$ cat config.mk
export PLATFORM = sky130hd
export DESIGN_NAME = gpr_wb_arbiter
export DESIGN_NICKNAME = d
export VERILOG_FILES = /design/src/rtl/gpr_pkg.sv /design/src/rtl/gpr_scoreboard.sv /design/src/rtl/gpr_wb_arbiter.sv
export SDC_FILE = /design/constraint.sdc
export NUM_CORES = 1
export LEC_CHECK = 0
export BUFFER_PORTS_ARGS = -buffer_cell sky130_fd_sc_hd__buf_2
export CELL_PAD_IN_SITES_DETAIL_PLACEMENT = 1
export CELL_PAD_IN_SITES_GLOBAL_PLACEMENT = 2
export CORE_MARGIN = 4
export CORE_UTILIZATION = 30
export CTS_CLUSTER_SIZE = 12
export DETAILED_ROUTE_END_ITERATION = 12
export GPL_ROUTABILITY_DRIVEN = 0
export PLACE_DENSITY_LB_ADDON = 0.2
export SYNTH_ARGS = -nofsm -noshare
export SYNTH_HDL_FRONTEND = slang
export SYNTH_SLANG_ARGS = --single-unit
$ cat constraint.sdc
create_clock -name WrClk -period 4.3 [get_ports WrClk]
set_input_delay 0.86 -clock WrClk [delete_from_list [all_inputs] [get_ports WrClk]]
set_output_delay 0.86 -clock WrClk [all_outputs]
set_load 0.02 [all_outputs]
$ cat src/rtl/gpr_pkg.sv
// Shared GPR writeback types: register index, data width and the writeback request payload.
package gpr_pkg;
    localparam int unsigned XLEN      = 32;
    localparam int unsigned NREG      = 32;
    localparam int unsigned REG_IDX_W = 5;
    localparam int unsigned STARVE_W  = 4;

    typedef logic [REG_IDX_W-1:0] reg_idx_t;

    typedef struct packed {
        logic            valid;
        reg_idx_t        rd;
        logic [XLEN-1:0] data;
    } wb_req_t;
endpackage

$ cat src/rtl/gpr_scoreboard.sv
// Per-register pending bits: set at issue, cleared on the GPR write edge, plus the issue busy lookup.
module gpr_scoreboard
    import gpr_pkg::*;
(
    input  logic     WrClk,
    input  logic     rst,
    input  logic     setEn,
    input  reg_idx_t setIdx,
    input  logic     clrEn,
    input  reg_idx_t clrIdx,
    input  reg_idx_t rs1,
    input  reg_idx_t rs2,
    input  reg_idx_t rd,
    input  logic     wenChk,
    output logic     busy,
    output logic     pendAny
);
    logic [NREG-1:0] pending;
    logic [NREG-1:0] pendingNxt;

    // Clear is applied first so a same-edge set of the same register wins.
    always_comb begin
        pendingNxt = pending;
        if (clrEn && clrIdx != '0) begin
            pendingNxt[clrIdx] = 1'b0;
        end
        if (setEn && setIdx != '0) begin
            pendingNxt[setIdx] = 1'b1;
        end
        pendingNxt[0] = 1'b0;
    end

    always_ff @(posedge WrClk) begin
        if (rst) begin
            pending <= '0;
        end else begin
            pending <= pendingNxt;
        end
    end

    assign busy    = pending[rs1] || pending[rs2] || (wenChk && pending[rd]);
    assign pendAny = |pending;
endmodule

$ cat src/rtl/gpr_wb_arbiter.sv
// GPR write-port master: arbitrates EXU/LSU writebacks (LSU first, EXU anti-starvation),
// registers the winner onto RegWr/Rw/busW and gates issue on the pending scoreboard.
module gpr_wb_arbiter
    import gpr_pkg::*;
#(
    parameter int unsigned STARVE_LIMIT = 4
) (
    input  logic                 WrClk,
    input  logic                 rst,
    input  logic                 exu_valid,
    output logic                 exu_ready,
    input  logic [REG_IDX_W-1:0] exu_rd,
    input  logic [XLEN-1:0]      exu_data,
    input  logic                 lsu_valid,
    output logic                 lsu_ready,
    input  logic [REG_IDX_W-1:0] lsu_rd,
    input  logic [XLEN-1:0]      lsu_data,
    input  logic                 iss_valid,
    output logic                 iss_ready,
    input  logic                 iss_wen,
    input  logic [REG_IDX_W-1:0] iss_rd,
    input  logic [REG_IDX_W-1:0] iss_rs1,
    input  logic [REG_IDX_W-1:0] iss_rs2,
    output logic                 RegWr,
    output logic [REG_IDX_W-1:0] Rw,
    output logic [XLEN-1:0]      busW,
    output logic                 pend_any
);
    wb_req_t             exuReq;
    wb_req_t             lsuReq;
    wb_req_t             winReq;
    logic [STARVE_W-1:0] starveCnt;
    logic                forceExu;
    logic                exuGrant;
    logic                lsuGrant;
    logic                issBusy;

    assign exuReq = '{valid: exu_valid, rd: exu_rd, data: exu_data};
    assign lsuReq = '{valid: lsu_valid, rd: lsu_rd, data: lsu_data};

    // Single grant per cycle; nothing is accepted while in reset.
    always_comb begin
        forceExu = starveCnt >= STARVE_W'(STARVE_LIMIT);
        lsuGrant = !rst && lsuReq.valid && !forceExu;
        exuGrant = !rst && exuReq.valid && (!lsuReq.valid || forceExu);
        winReq   = '0;
        if (lsuGrant) begin
            winReq = lsuReq;
        end else if (exuGrant) begin
            winReq = exuReq;
        end
    end

    assign exu_ready = exuGrant;
    assign lsu_ready = lsuGrant;

    always_ff @(posedge WrClk) begin
        if (rst) begin
            starveCnt <= '0;
        end else if (exu_valid && !exuGrant) begin
            starveCnt <= (starveCnt == '1) ? starveCnt : starveCnt + STARVE_W'(1);
        end else begin
            starveCnt <= '0;
        end
    end

    // A granted rd=0 request is consumed without a GPR write; Rw/busW keep their last values.
    always_ff @(posedge WrClk) begin
        if (rst) begin
            RegWr <= 1'b0;
            Rw    <= '0;
            busW  <= '0;
        end else if (winReq.valid && winReq.rd != '0) begin
            RegWr <= 1'b1;
            Rw    <= winReq.rd;
            busW  <= winReq.data;
        end else begin
            RegWr <= 1'b0;
        end
    end

    gpr_scoreboard u_scoreboard (
        .WrClk   (WrClk),
        .rst     (rst),
        .setEn   (iss_valid && iss_ready && iss_wen),
        .setIdx  (iss_rd),
        .clrEn   (RegWr),
        .clrIdx  (Rw),
        .rs1     (iss_rs1),
        .rs2     (iss_rs2),
        .rd      (iss_rd),
        .wenChk  (iss_wen),
        .busy    (issBusy),
        .pendAny (pend_any)
    );

    assign iss_ready = !issBusy;
endmodule

Yosys cells after proc, flatten, opt, wreduce, memory -nomap -nowiden. Index checks and enable logic that the tools add are counted.

Flip-flop bits (word level): 74. Bits in latches: 0. RAM bits: 0. Bits in read-only memories: 0. Logic and storage cells: 60. Memories kept: 0.

Add/subtract/negate cells: 1. Multiply operators: 0. Divide/modulo/power cells: 0. Magnitude comparators: 7. Eq/ne operators: 1. Shift-type cells: 0. Muxes and demuxes: 15. Bitwise operators: 4. Reduce and logical (&&, ||, !) cells: 26.

Operator list (count): $mux 38 (2); $mux 32 (2); $and 32x32->32 (1); $not 32->32 (1); $or 32x32->32 (1); $reduce_or 32->1 (1); $lt 5x6->1 const B (4); $bmux 1 s5 (3); $reduce_bool 5->1 (3); $logic_and 1x1->1 (13); $demux 1 s5 (2); $ge 5x1->1 const B (2); $mux 1 (6); $logic_not 1->1 (5); $add 4x1->4 const B (1); $eq 4x4->1 const B (1); $ge 4x3->1 const B (1); $logic_or 1x1->1 (3); $reduce_or 2->1 (1); $not 1->1 (1).

Longest topological paths before layout.
Depth after elaboration: 9. Depth in mapped cells: 10.

Cells and area by module. Synthesis repeated with hierarchy kept, for this count alone.

Cell total of the unflattened synthesis: 452. Area total of the unflattened synthesis: 4120.2 sq um.

Modules (own cells, without submodules): gpr_scoreboard (instances 1, cells each 262, area each 2257.2 sq um, sequential area each 620.6 sq um); gpr_wb_arbiter (instances 1, cells each 190, area each 1863.0 sq um, sequential area each 840.8 sq um).

Worst setup path before layout. OpenSTA, ideal clock, no wires.

Path kind: input to output. Start: input iss_rs1[2]. End: output iss_ready. Arrival time: 2560 ps. Required time: 3440 ps. Slack: 880 ps. Cell stages on the path: 7. Buffers on the path: 1. Cell sequence: clkbuf_1 -> mux4_2 -> mux2i_1 -> nand3b_1 -> nand4_1 -> nand2_1 -> a21oi_1.

Cells in the longest elaborated chain, start to end: 5.

RTL lines: start, declared (RTL line gpr_wb_arbiter.sv:22) `input logic [REG_IDX_W-1:0] iss_rs1,`; $bmux 1 s5 (RTL line gpr_scoreboard.sv:41) `assign busy = pending[rs1] || pending[rs2] || (wenChk && pending[rd]);`; $mux 1 (not written as such) (RTL line gpr_scoreboard.sv:41); $logic_or 1x1->1 (2 in series) (RTL line gpr_scoreboard.sv:41); $logic_not 1->1 (RTL line gpr_wb_arbiter.sv:97) `assign iss_ready = !issBusy;`; end, declared (RTL line gpr_wb_arbiter.sv:19) `output logic iss_ready,`.

No other way between the ends. The select of a mux whose other input is x is not followed.

Worst setup path in the final report.
Start: input iss_rs2[0]. End: output iss_ready.

Cells in the longest elaborated chain, start to end: 5.

RTL lines: start, declared (RTL line gpr_wb_arbiter.sv:23) `input logic [REG_IDX_W-1:0] iss_rs2,`; $bmux 1 s5 (RTL line gpr_scoreboard.sv:41); $mux 1 (not written as such) (RTL line gpr_scoreboard.sv:41); $logic_or 1x1->1 (2 in series) (RTL line gpr_scoreboard.sv:41); $logic_not 1->1 (RTL line gpr_wb_arbiter.sv:97).

No other way between the ends. The select of a mux whose other input is x is not followed.

==> impl_metrics.csv <==
group,metric,value,unit
cells_and_area,final_cell_area,5260,um2
cells_and_area,final_cells,748,
sta,hold_violations,0,
synth,yosysTopAreaCell,"dfxtp_1",
critical_path,crit_fanout,8,
clock_tree,cts.sinks,73,
critical_path,worstSetupEndpointType,"output port",
sta,clock.fmax,269,MHz
sta,fin_skew,7.71,ps
cells_and_area,final_util,0.391,
critical_path,reg2regPathDepth,8,
floorplan,core_area,13500,um2
floorplan,die_area,15900,um2
synth,yosys.area.top_type_share,0.348,
global_route,antenna_found_initial,1,
cells_and_area,multi_input_area,2550,um2
cells_and_area,syn_to_final_growth,25.3,%
worst_hold_path,worst_hold_path_type,"flop to flop",
cells_and_area,regArea,1460,um2
synth,yosys-top-cells-area,"dfxtp_1 35%, a211oi_2 8.6%, mux4_2 6.4%, mux2i_1 6.2%, a22oi_1 6.1%",
placed_design,placed_area,4970,um2
floorplan,io-pin-count,137,
clock_tree,clkTransAtPathRegs,50,ps
synth,async_flop_share,0,
synth,synth_warnings,0,
sta,slew_headroom,0.480,
sta,max_slew.worst_pin.slew,780,ps
global_route,grt_max_degree,66,
sta,finalSetupViolCount,0,
global_route,grt_pass1_wl,24.1,mm
floorplan,die-width,126,um
clock_tree,cts_tree,"built",
critical_path,criticalPathCategory,"primary input to output port",
sta,rsz0062_at_grt,"false",
sta,timing.final.crit_share,0.866,
placed_design,port_buffers,136,
clock_tree,cts_buffers,9,
flow_run,drv_cap,0,
sta,drv_slew,0,
synth,synth-seq-cells,73,
route,drc,0,
synth,synth_top_flop_cell,"dfxtp_1",
route,dr_total_vias,4192,
clock_tree,cts_resized,0,
critical_path,arrival,2860,ps
power,powerDensity,353,nW/um2
route,first_iter_violations,174,
floorplan,die_h,126,um
synth,synth-edff-count,0,
critical_path,required,3440,ps
route,drtPass1Iterations,5,
cells_and_area,final_common_cell,"buf_2",
clock_tree,cts-root-buf,"clkbuf_16",
route,avgRoutedWirePerCell,20.1,um
placed_design,placedCellCount,732,
sta,period_needed,3720,ps
route,totalWireLength,15.0,mm
floorplan,initial_core_util,0.312,
synth,synth_nets,545,
cells_and_area,final_layout_size_suffix_gt1_frac,0.353,
cells_and_area,final_cell_mix,"136 x buf_2, 73 x dfxtp_1, 45 x nor2_1",
cells_and_area,nets,663,
synth,yosysSeqAreaShare,0.348,
floorplan,num_rows,42,
synth,netlist_instances,449,
route,drtAntennaViolNets,0,
clock_tree,h-tree-depth,3,
critical_path,critPathLaunchType,"primary input",
synth,synth.avg_cell_area,9.35,um2
placed_design,dpl.hpwl,11.3,mm
clock_tree,clk_latency,330,ps
cells_and_area,antennaDiodeCount,0,
clock_tree,clockBufferDepth,2,
status,status,"completed",
sta,tns,0,ps
synth,synth_area,4200,um2
power,leakagePower,2.08,nW
synth,synthDistinctLibCells,55,
global_route,groute.usage.overall,0.190,
route,via_per_inst,5.60,
cells_and_area,fillers,1621,
global_route,grt-ovfl-total,0,
power,peakVddDrop,0.000161,V
worst_hold_path,whs_path_depth,2,
clock_tree,cts_setup_buffers,0,
global_route,first_global_vias,4384,
clock_tree,holdBufCountCts,0,
[stage by stage]
| stage | power (mW) | worst slack, ps | hold WS (ps) |
|---|---|---|---|
| after global routing | 1.96 | 410 | 534 |
| after floorplan | 1.02 | 880 | 465 |
| final | 1.86 | 577 | 510 |
| after CTS | 1.89 | 549 | 510 |
| after global placement | 1.14 | 654 | 481 |
| after detailed placement | 1.14 | 558 | 499 |
[sequential cells by signal (all words and copies together) (netlist names)]
| register | flops |
|---|---|
| busW | 32 |
| u_scoreboard.pending | 31 |
| Rw | 5 |
| starveCnt | 4 |
| RegWr | 1 |
[report_power, final]
group / total [mW] / internal (mW) / switching, mW
Sequential: 0.750 / 0.718 / 0.0318
Clock: 0.732 / 0.463 / 0.268
Combinational: 0.377 / 0.141 / 0.235
[synth_stat cells, drive strengths merged (2+ instances only)]
master	n
a221o	2
mux4	12
and2	3
nand2	21
nor3b	2
a222oi	2
mux2i	26
o221ai	3
o41ai	7
a32o	2
nor2b	8
nand4	8
or3	2
nand3b	6
o211ai	13
dfxtp	73
o21a	2
o311ai	3
or3b	3
inv	3
nor2	45
nor3	11
buf	15
a21oi	5
o21ai	24
a211oi	33
nand2b	4
a22oi	34
clkbuf	20
and3	4
nand4b	2
nor4	9
nor4b	2
nand3	27
[per-layer routing]
| layer | track usage | routed length, um | part of all wire | up-vias |
|---|---|---|---|---|
| li1 | - | - | - | 2001 |
| met1 | 0.239 | 6540 | 0.43 | 2018 |
| met2 | 0.309 | 7100 | 0.47 | 144 |
| met3 | 0.0572 | 1090 | 0.073 | 27 |
| met4 | 0.0694 | 291 | 0.019 | 2 |
| met5 | 0 | 12 | 0.00080 | - |
[kinds of logic after synthesis]
group | count (synthesis) | share of synthesized area
AOI/OAI and AO/OA | 135 | 0.267
buffers and inverters | 38 | 0.0453
DFF | 73 | 0.348
and+or+nand+nor | 161 | 0.205
other | 1 | 0.000893
muxes | 39 | 0.129
adders and majority gates | 1 | 0.00298
xor gates and xnor gates | 1 | 0.00209
[worst max-delay path, cell delays in order]
cell	delay [ps]
buf_2	160
mux4_2	510
mux2i_1	170
nor3b_1	110
nor4_4	380
nand2_1	280
a21oi_1	200
buf_2	190
[worst paths after layout]
kind / slack [ps] / endpoint / startpoint
hold reg to reg: 510 / busW[2]$_SDFFE_PP0P_ / busW[2]$_SDFFE_PP0P_
hold / removal: 510 / busW[2]$_SDFFE_PP0P_ / busW[2]$_SDFFE_PP0P_
setup / recovery: 580 / iss_ready / iss_rs2[0]
setup reg to reg: 1740 / busW[16]$_SDFFE_PP0P_ / starveCnt[3]$_SDFFE_PP0P_
[cell type report]
cell class                      count  share of cell area
Multi-Input combinational cell    338               0.485
Sequential cell                    73               0.278
Timing Repair Buffer              142               0.138
Clock buffer                       13              0.0476
Tap cell                          176              0.0419
Clock inverter                      3             0.00761
Inverter                            3             0.00214
(Power assumes the default switching activity.)
